`config.mk`:
```
export PLATFORM = sky130hd
export DESIGN_NAME = apb_timer_flat
export DESIGN_NICKNAME = d
export VERILOG_FILES = /design/src/rtl/apb_timer_if.sv /design/src/rtl/apb_timer.sv /design/src/flat_wrapper.sv
export SDC_FILE = /design/constraint.sdc
export NUM_CORES = 1
export LEC_CHECK = 0
export BUFFER_PORTS_ARGS = -buffer_cell sky130_fd_sc_hd__buf_2
export CAP_MARGIN = 10
export CORE_MARGIN = 3
export CORE_UTILIZATION = 41
export DETAILED_ROUTE_END_ITERATION = 8
export GPL_ROUTABILITY_DRIVEN = 0
export SLEW_MARGIN = 10
export SYNTH_ARGS = -nofsm -noshare
export SYNTH_HDL_FRONTEND = slang
export SYNTH_SLANG_ARGS = --single-unit
```
`constraint.sdc`:
```
create_clock -name clk -period 4.3 [get_ports clk]
set_input_delay 0.86 -clock clk [delete_from_list [all_inputs] [get_ports clk]]
set_output_delay 0.86 -clock clk [all_outputs]
set_load 0.005 [all_outputs]
```
`src/rtl/apb_timer_if.sv`:
```
// APB slave bus bundle for the timer.
// Signals:
//   paddr   - byte address (only [11:0] decoded by the timer)
//   psel    - slave select
//   penable - access phase qualifier
//   pwrite  - 1 = write, 0 = read
//   pwdata  - write data
//   prdata  - read data, driven by the slave
// Modports: master (bridge/testbench side), slave (timer side).
interface apb_timer_if;
  logic [31:0] paddr;
  logic        psel;
  logic        penable;
  logic        pwrite;
  logic [31:0] pwdata;
  logic [31:0] prdata;

  modport master (
    output paddr, psel, penable, pwrite, pwdata,
    input  prdata
  );

  modport slave (
    input  paddr, psel, penable, pwrite, pwdata,
    output prdata
  );
endinterface

```
`src/rtl/apb_timer.sv`:
```
// APB-programmable down-counting timer with prescaler and level interrupt.
// Ports:
//   clk   - single clock, all state changes on its rising edge
//   rstn  - asynchronous active-low reset
//   apb   - APB slave bundle (zero wait states, no pready/pslverr)
//   irq   - level interrupt = STATUS.IF && CTRL.IRQ_EN
// Register map (paddr[11:0]):
//   0x00 CTRL     bit0 EN, bit1 PERIODIC, bit2 IRQ_EN
//   0x04 LOAD     reload value
//   0x08 VALUE    current count (read-only)
//   0x0C STATUS   bit0 IF, write 1 to clear
//   0x10 PRESCALE PRESC_W bits, zero-extended on read
module apb_timer #(
  parameter int PRESC_W = 8
) (
  input  logic       clk,
  input  logic       rstn,
  apb_timer_if.slave apb,
  output logic       irq
);

  localparam logic [11:0] OFF_CTRL   = 12'h000;
  localparam logic [11:0] OFF_LOAD   = 12'h004;
  localparam logic [11:0] OFF_VALUE  = 12'h008;
  localparam logic [11:0] OFF_STATUS = 12'h00C;
  localparam logic [11:0] OFF_PRESC  = 12'h010;

  // Register state
  logic               en_r;
  logic               periodic_r;
  logic               irq_en_r;
  logic               if_r;
  logic [31:0]        load_r;
  logic [31:0]        value_r;
  logic [PRESC_W-1:0] presc_r;
  logic [PRESC_W-1:0] cnt_r;

  // Next-state values
  logic               en_s;
  logic               periodic_s;
  logic               irq_en_s;
  logic               if_s;
  logic [31:0]        load_s;
  logic [31:0]        value_s;
  logic [PRESC_W-1:0] presc_s;
  logic [PRESC_W-1:0] cnt_s;

  logic [11:0]        offset_s;
  logic               wr_s;
  logic               wr_ctrl_s;
  logic               wr_load_s;
  logic               wr_stat_s;
  logic               wr_presc_s;
  logic               tick_s;
  logic               expire_s;
  logic [31:0]        rdata_s;
  logic               unused_addr_bits;

  assign offset_s   = apb.paddr[11:0];
  assign wr_s       = apb.psel & apb.penable & apb.pwrite;
  assign wr_ctrl_s  = wr_s & (offset_s == OFF_CTRL);
  assign wr_load_s  = wr_s & (offset_s == OFF_LOAD);
  assign wr_stat_s  = wr_s & (offset_s == OFF_STATUS);
  assign wr_presc_s = wr_s & (offset_s == OFF_PRESC);

  // The prescaler compares against the live PRESCALE, so a smaller new value
  // than the current count makes the count run up through its maximum first.
  assign tick_s   = en_r & (cnt_r == presc_r);
  assign expire_s = tick_s & (value_r == 32'd0);

  assign unused_addr_bits = ^apb.paddr[31:12];

  // Next-state logic: countdown first, then bus writes override where they collide
  always_comb begin
    en_s       = en_r;
    periodic_s = periodic_r;
    irq_en_s   = irq_en_r;
    if_s       = if_r;
    load_s     = load_r;
    value_s    = value_r;
    presc_s    = presc_r;
    cnt_s      = cnt_r;

    if (en_r) begin
      if (tick_s) begin
        cnt_s = {PRESC_W{1'b0}};
        if (value_r != 32'd0) begin
          value_s = value_r - 32'd1;
        end else if (periodic_r) begin
          value_s = load_r;
        end else begin
          // one-shot expiry: stop, VALUE stays at 0
          en_s = 1'b0;
        end
      end else begin
        cnt_s = cnt_r + PRESC_W'(1);
      end
    end else begin
      cnt_s = {PRESC_W{1'b0}};
    end

    // A CTRL write beats a same-edge one-shot expiry for EN.
    if (wr_ctrl_s) begin
      en_s       = apb.pwdata[0];
      periodic_s = apb.pwdata[1];
      irq_en_s   = apb.pwdata[2];
      if (!apb.pwdata[0]) begin
        value_s = value_r;
        cnt_s   = {PRESC_W{1'b0}};
      end else if (!en_r) begin
        value_s = load_r;
        cnt_s   = {PRESC_W{1'b0}};
      end else begin
        // already running: keep the countdown result computed above
        value_s = value_s;
      end
    end else begin
      en_s = en_s;
    end

    if (wr_load_s) begin
      load_s = apb.pwdata;
    end else begin
      load_s = load_r;
    end

    if (wr_presc_s) begin
      presc_s = apb.pwdata[PRESC_W-1:0];
    end else begin
      presc_s = presc_r;
    end

    // Expiry set wins over a same-edge write-1-to-clear.
    if (expire_s) begin
      if_s = 1'b1;
    end else if (wr_stat_s && apb.pwdata[0]) begin
      if_s = 1'b0;
    end else begin
      if_s = if_r;
    end
  end

  // State registers
  always_ff @(posedge clk or negedge rstn) begin
    if (!rstn) begin
      en_r       <= 1'b0;
      periodic_r <= 1'b0;
      irq_en_r   <= 1'b0;
      if_r       <= 1'b0;
      load_r     <= 32'd0;
      value_r    <= 32'd0;
      presc_r    <= {PRESC_W{1'b0}};
      cnt_r      <= {PRESC_W{1'b0}};
    end else begin
      en_r       <= en_s;
      periodic_r <= periodic_s;
      irq_en_r   <= irq_en_s;
      if_r       <= if_s;
      load_r     <= load_s;
      value_r    <= value_s;
      presc_r    <= presc_s;
      cnt_r      <= cnt_s;
    end
  end

  // Read mux; unmapped offsets (including paddr[11:5] != 0) read 0
  always_comb begin
    rdata_s = 32'd0;
    case (offset_s)
      OFF_CTRL:   rdata_s = {29'd0, irq_en_r, periodic_r, en_r};
      OFF_LOAD:   rdata_s = load_r;
      OFF_VALUE:  rdata_s = value_r;
      OFF_STATUS: rdata_s = {31'd0, if_r};
      OFF_PRESC:  rdata_s = 32'(presc_r);
      default:    rdata_s = 32'd0;
    endcase
  end

  // prdata is combinational so the bridge can sample it in the access phase
  assign apb.prdata = (apb.psel && !apb.pwrite) ? rdata_s : 32'd0;
  assign irq        = if_r & irq_en_r;

endmodule

```
`src/flat_wrapper.sv`:
```
// flat-port wrapper written by rule: the top's interface ports become plain ports
module apb_timer_flat 
#(
  parameter int PRESC_W = 8
)
  (clk, rstn, irq, apb_paddr, apb_psel, apb_penable, apb_pwrite, apb_pwdata, apb_prdata);
  apb_timer_if apb_i ();
  input  logic clk;
  input  logic rstn;
  output logic irq;
  input wire logic [$bits(apb_i.paddr)-1:0] apb_paddr;
  input wire logic [$bits(apb_i.psel)-1:0] apb_psel;
  input wire logic [$bits(apb_i.penable)-1:0] apb_penable;
  input wire logic [$bits(apb_i.pwrite)-1:0] apb_pwrite;
  input wire logic [$bits(apb_i.pwdata)-1:0] apb_pwdata;
  output wire logic [$bits(apb_i.prdata)-1:0] apb_prdata;
  assign apb_i.paddr = apb_paddr;
  assign apb_i.psel = apb_psel;
  assign apb_i.penable = apb_penable;
  assign apb_i.pwrite = apb_pwrite;
  assign apb_i.pwdata = apb_pwdata;
  assign apb_prdata = apb_i.prdata;
  apb_timer #(.PRESC_W(PRESC_W)) u_core (.clk(clk), .rstn(rstn), .apb(apb_i), .irq(irq));
endmodule
```
==> reports/results.ini, run 1 <==
[power_and_ir_drop]
p_leak_uw=0.00280
vdd_ir_drop_max_uv=256
fin_total_pwr_uw=2260
power_density_mw_per_mm2=353

[job]
max_cap_violations=0

[layout]
nets=742
layout-drive-gt1-share=0.237
syn_to_final_growth_pct=15.1
nFillCells=1255
final_area_sq_mm=0.00641
antenna_cells=0

[setup_path]
worst_ep_required_time_ns=3.44
critPathMaxStageDelay_ns=0.64
crit_path_start_kind=input pin
cp_top_family=simple AND/OR/NAND/NOR gates
r2r_slack_ns=1.25
path_cells=buf_2 > or4_1 > or3_1 > nor2_2 > buf_12 > a22oi_1 > a21oi_1 > buf_2
cp_max_fo=32
cp.arrival_ns=3.03
cpMaxStageDelayCell=or4_1
r2r_end=u_core.value_r[19]
r2r_cells=7
reg2reg_from=u_core.value_r[7]
cp_num_buf_inv=3
path_common_cell=buf_2
endpoint_kind=output pin
worstSetupPathType=input pin to output pin

[synth]
synth-seq-area-share=0.378
yosysTopAreaCellShare=0.378
postSynth.asyncResetShare=1.00
synth_top_area_cell=dfrtp_1
syn_inst=612
synth_cell_types=70
synth_edf_count=0
synthesis.nets=684
synth_most_common_cell=dfrtp_1
synth_area_leaders=dfrtp_1 38%, mux2_2 6.7%, a22oi_1 4.4%, nor2_1 4.3%, a21oi_1 3.2%
synth_area_sq_mm=0.00557
yosys-top-cells-count=84 x dfrtp_1, 64 x nor2_1, 36 x a21oi_1, 35 x nand2_1
syn_area_per_cell_sq_um=9.10
yosys_register_bits=84
dominantRegCellSynth=dfrtp_1
yosysWarnings=0

[floorplan]
die_w_um=123
die_area_sq_mm=0.0150
io_pins=102
initial_utilization=0.431
die_h_um=123
coreArea_sq_mm=0.0129
rows=41

[detailed_routing]
num_vias=5339
wl_um=17800
wire_per_inst_um=21.0
drtAntennaViolNets=0
drc=0
drt-vias-per-instance=6.31
first_pass_iters=5
drtIter0Drc=463

[clock_network]
clk_pin_slew_worst_paths_ns=0.07
post_cts_resized=0
hold_buffers=0
cts_root_buffer=clkbuf_16
cts_tree=done
post_cts.repair.setup_buffers=0
cts_buffers=9
htreeDepth=3
clockBufferDepth=2
insertion_delay_ns=0.36
clock_sinks=84

[status]
status=finished, final reports clean

[hold_path]
hold_end=u_core.irq_en_r
worst_hold_path.num_cells=1
min-delay-path-class=register to register
hp-start=u_core.irq_en_r

[global_routing]
grt_overflow_total=0
grt_pass1_wl_um=28100
grt_max_degree=61
grt_usage=0.244
grt_pass1_vias=5109
antenna_found_initial=0

[sta]
finalSetupViolCount=0
tns_ns=0
finClkSkew_ns=0.00958
clock.fmax_mhz=257
drv_slew=0
period_share=0.906
relSlewSlack=0.232
period_minus_slack_ns=3.89
finalHoldViolCount=0
grt_setup_unrepaired=false
tightestPinTransition_ns=1.15

[place]
postPlaceCellArea_sq_mm=0.00610
hpwl_um=12200
numPortBuffers=81

[worst register-to-register path: cells and delay by family (launching register included)]
kind                   cells  cell delay, ns
AO/OA/AOI/OAI              1            0.16
buffers and inverters      1            0.31
flip-flops                 1            0.58
AND/OR/NAND/NOR            5            1.89
[per-stage QoR]
| stage | hold WS (ns) | instances | utilization | setup WS [ns] |
|---|---|---|---|---|
| after global placement | 0.516 | 831 | 0.472 | 0.404 |
| after global routing | 0.556 | 846 | 0.496 | 0.289 |
| after detailed placement | 0.515 | 831 | 0.472 | 0.393 |
| after CTS | 0.533 | 846 | 0.496 | 0.396 |
| final | 0.530 | 846 | 0.496 | 0.406 |
| after floorplan | 0.485 | 612 | - | 0.659 |
[cells in the final DEF (no fill, tap or decap), types with 4 or more instances in the layout]
cell type and instances:
nor3_1 30, nor4_1 10, or3_1 12, a21oi_1 36, clkbuf_16 9, dfrtp_1 84
nand2_1 35, nand3_1 18, inv_1 11, nor2_1 62, o22ai_1 16, nor3_2 4
a222oi_1 5, mux2_1 9, buf_2 80, and2_1 8, or4_1 4, xnor2_1 15
and3_1 10, a22oi_1 33, o211ai_1 9, buf_4 10, mux2_2 33, o21ai_0 18
nand4_1 13, mux2i_1 14
[final cells by class]
class                   instances  area, sq um  share of cell area
inverters                      11         41.3             0.00644
clock inverters                 5         77.6              0.0121
well taps                     172          215              0.0336
multi-input cells             472         3230               0.504
clock buffers                  10          229              0.0357
repair buffers                 92          515              0.0804
flip-flops and latches         84         2100               0.328
[state kept, by name, summed over array words and instances, names as in the netlist]
| signal | count |
|---|---|
| u_core.irq_en_r | 1 |
| u_core.value_r | 32 |
| u_core.presc_r | 8 |
| u_core.en_r | 1 |
| u_core.load_r | 32 |
| u_core.cnt_r | 8 |
| u_core.if_r | 1 |
| u_core.periodic_r | 1 |
[power breakdown]
group | leakage, uW | internal, uW | switching [uW]
registers | 0.00104 | 841 | 100
clock network | 0.000148 | 504 | 331
logic | 0.00161 | 164 | 321
total | 0.00280 | 1510 | 752
[logic make-up (layout without fill, tap and decap cells)]
kind of cell,count (synthesis),after routing,synth area share
xor+xnor,18,18,0.0283
compound gates,161,161,0.200
simple gates,234,234,0.233
buf+inv,56,118,0.0443
flops,84,84,0.378
mux,56,56,0.110
fa+ha+maj,3,3,0.00674
[worst max-delay path by stage]
stage | end | cells past startpoint | start
after floorplan | apb_prdata[1] | 7 | apb_paddr[9]
after global placement | apb_prdata[1] | 8 | apb_paddr[9]
after detailed placement | apb_prdata[1] | 8 | apb_paddr[9]
after CTS | apb_prdata[1] | 8 | apb_paddr[9]
after global routing | apb_prdata[1] | 8 | apb_paddr[9]
final | apb_prdata[1] | 8 | apb_paddr[9]
[metal layers]
metal  part of all wire  vias up  global-route usage
li1                   -     2443                   -
met1               0.44     2622               0.324
met2               0.47      244               0.389
met3              0.074       30              0.0548
met4              0.020        0              0.0938
met5                  0        -                   0
(Power assumes the default switching activity.)
==> run 2: changes to the inputs <==
--- a/config.mk
+++ b/config.mk
@@ -9,8 +9,10 @@
 export CAP_MARGIN = 10
 export CORE_MARGIN = 3
 export CORE_UTILIZATION = 41
+export CTS_CLUSTER_DIAMETER = 50
 export DETAILED_ROUTE_END_ITERATION = 8
 export GPL_ROUTABILITY_DRIVEN = 0
+export PLACE_DENSITY_LB_ADDON = 0.12
 export SLEW_MARGIN = 10
 export SYNTH_ARGS = -nofsm -noshare
 export SYNTH_HDL_FRONTEND = slang
==> run 2 against run 1 <==
- sequential share of layout area decreased by 0.070 points
- non-clock buffer count increased by 3
- clock power increased by 2.6%
- sequential power about the same
- total power increased by 1.3%
- sequential cell count unchanged
- die area unchanged
- via count increased by 1.7%
- core utilization increased by 0.11 points
- critical endpoint is now apb_prdata[13]
- global-route usage increased by 0.49 points
==> reports/results.ini, run 2 (synthesis results as in run 1) <==
[status]
status=finished, final reports clean  ; unchanged

[clock_network]
hold_buffers=0  ; unchanged
htreeDepth=3  ; unchanged
post_cts_resized=0  ; unchanged
clk_pin_slew_worst_paths_ns=0.07  ; about the same
post_cts.repair.setup_buffers=0  ; unchanged
cts_tree=done  ; unchanged
cts_root_buffer=clkbuf_16  ; unchanged
insertion_delay_ns=0.36  ; about the same
clock_sinks=84  ; unchanged
clockBufferDepth=2  ; unchanged
cts_buffers=9  ; unchanged

[power_and_ir_drop]
fin_total_pwr_uw=2290  ; was 2260 uW
power_density_mw_per_mm2=356  ; was 353 mW/mm^2
p_sw_uw=769  ; was 752 uW
seq_power_share=0.410  ; was 0.417
swShare=0.336  ; was 0.333
power_frac_clock=0.374  ; was 0.369
pwr-share-comb=0.216  ; was 0.215
vdd_ir_drop_max_uv=200  ; was 256 uV
p_int_uw=1520  ; was 1510 uW
p_leak_uw=0.00281  ; was 0.00280 uW

[layout]
nets=745  ; was 742
syn_to_final_growth_pct=15.4  ; was 15.1%
antenna_cells=0  ; unchanged
layout-drive-gt1-share=0.243  ; was 0.237
fin_cells=850  ; was 846
largestRegisters=u_core.load_r (32), u_core.value_r (32)  ; unchanged
layout_common_cells=84 x dfrtp_1, 80 x buf_2, 62 x nor2_1, 36 x a21oi_1, 35 x nand2_1  ; unchanged
layout_commonest_cell=dfrtp_1  ; unchanged

[detailed_routing]
drtIter0Drc=419  ; was 463
drt-vias-per-instance=6.39  ; was 6.31
num_vias=5431  ; was 5339
wl_um=18000  ; was 17800 um
drtAntennaViolNets=0  ; unchanged
wire_per_inst_um=21.2  ; was 21.0 um
first_pass_iters=6  ; was 5
drc=0  ; unchanged

[setup_path]
endpoint_kind=output pin  ; unchanged
cpMaxStageDelayCell=or4_1  ; unchanged
critPathMaxStageDelay_ns=0.56  ; was 0.64 ns
crit_path_start_kind=input pin  ; unchanged
critPathLaunch=apb_paddr[1]  ; was apb_paddr[9]
cp_max_fo=17  ; was 32
r2r_cells=6  ; was 7
path_cells=buf_2 > or4_1 > or3_1 > buf_4 > nor2_2 > buf_4 > a22oi_1 > nor2_1 > buf_2  ; was buf_2 > or4_1 > or3_1 > nor2_2 > buf_12 > a22oi_1 > a21oi_1 > buf_2
reg2reg_from=u_core.value_r[7]  ; unchanged
worstSetupPathType=input pin to output pin  ; unchanged
cp.arrival_ns=3.08  ; was 3.03 ns
r2r_slack_ns=1.22  ; was 1.25 ns
r2r_end=u_core.value_r[19]  ; unchanged
cp_num_buf_inv=4  ; was 3
worst_ep_required_time_ns=3.44  ; about the same
cp_top_family=simple AND/OR/NAND/NOR gates  ; unchanged

[sta]
grt_setup_unrepaired=false  ; unchanged
tns_ns=0  ; unchanged
finClkSkew_ns=0.00746  ; was 0.00958 ns
period_minus_slack_ns=3.94  ; was 3.89 ns
period_share=0.917  ; was 0.906
tightestPinTransition_ns=1.10  ; was 1.15 ns
clock.fmax_mhz=254  ; was 257 MHz
finalSetupViolCount=0  ; unchanged
finalHoldViolCount=0  ; unchanged
relSlewSlack=0.266  ; was 0.232
drv_slew=0  ; unchanged

[floorplan]
die_h_um=123  ; unchanged
initial_utilization=0.431  ; unchanged
coreArea_sq_mm=0.0129  ; unchanged
die_w_um=123  ; unchanged
rows=41  ; unchanged
io_pins=102  ; unchanged
die_area_sq_mm=0.0150  ; unchanged

[hold_path]
hold_end=u_core.irq_en_r  ; unchanged
min-delay-path-class=register to register  ; unchanged
hp-start=u_core.irq_en_r  ; unchanged
worst_hold_path.num_cells=1  ; unchanged

[global_routing]
grt_pass1_vias=5253  ; was 5109
grt_max_degree=73  ; was 61
antenna_found_initial=0  ; unchanged
grt_usage=0.249  ; was 0.244
grt_overflow_total=0  ; unchanged
grt_pass1_wl_um=28900  ; was 28100 um

[place]
numPortBuffers=81  ; unchanged
place_inst=834  ; was 831
hpwl_um=12500  ; was 12200 um

[job]
max_cap_violations=0  ; unchanged

[run 2: cell count changes in the layout (fill, tap and decap cells not counted)]
cell        change
buf_4           +5
nor3_1          -1
clkinv_2        -1
buf_12          -2
clkinv_4        +1
nor3_2          +1
clkinvlp_4      +1
[run 2: layout make-up]
class,instances,area (sq um)
sequential,84,2100
inverter,11,41.3
multi-input combinational,472,3240
tap,172,215
clock buffer,10,229
timing repair buffer,95,513
clock inverter,6,88.8
fill,1283,6500
[run 2: routing by layer]
layer | global-route usage | share of wire
met5 | 0 | 0
met3 | 0.0507 | 0.071
met1 | 0.348 | 0.44
met4 | 0.0966 | 0.022
met2 | 0.381 | 0.46
[run 2: power by group through the flow]
| stage | sequential (uW) | combinational [uW] | clock (uW) |
|---|---|---|---|
| final | 939 | 495 | 856 |
| after global placement | 949 | 475 | 0 |
| after CTS | 936 | 487 | 869 |
| after detailed placement | 951 | 482 | 0 |
| after floorplan | 896 | 345 | 0 |
| after global routing | 949 | 543 | 899 |
[run 2: worst max path at each step]
stage                      to  slack (ns)  cells past startpoint
2_1_floorplan   apb_prdata[1]        0.66                      7
3_3_place_gp   apb_prdata[13]        0.39                      9
3_5_place_dp   apb_prdata[13]        0.37                      9
4_1_cts        apb_prdata[13]        0.36                      9
5_1_grt        apb_prdata[11]        0.21                      9
6_report       apb_prdata[13]        0.36                      9
[run 2: worst reg2reg max path, cell delays in order, from the launching register on]
cell,delay (ns)
dfrtp_1,0.55
nor4_1,0.67
nor3b_1,0.31
and4_1,0.78
a31oi_1,0.37
nor3_1,0.22
nor3_1,0.06
[run 2: stage by stage]
stage	hold slack, ns	area, sq um	utilization	setup slack [ns]
after CTS	0.547	6420	0.497	0.357
after floorplan	0.485	5570	-	0.659
after global placement	0.521	6110	0.472	0.395
after global routing	0.576	6420	0.497	0.211
after detailed placement	0.529	6110	0.472	0.375
final	0.542	6420	0.497	0.356
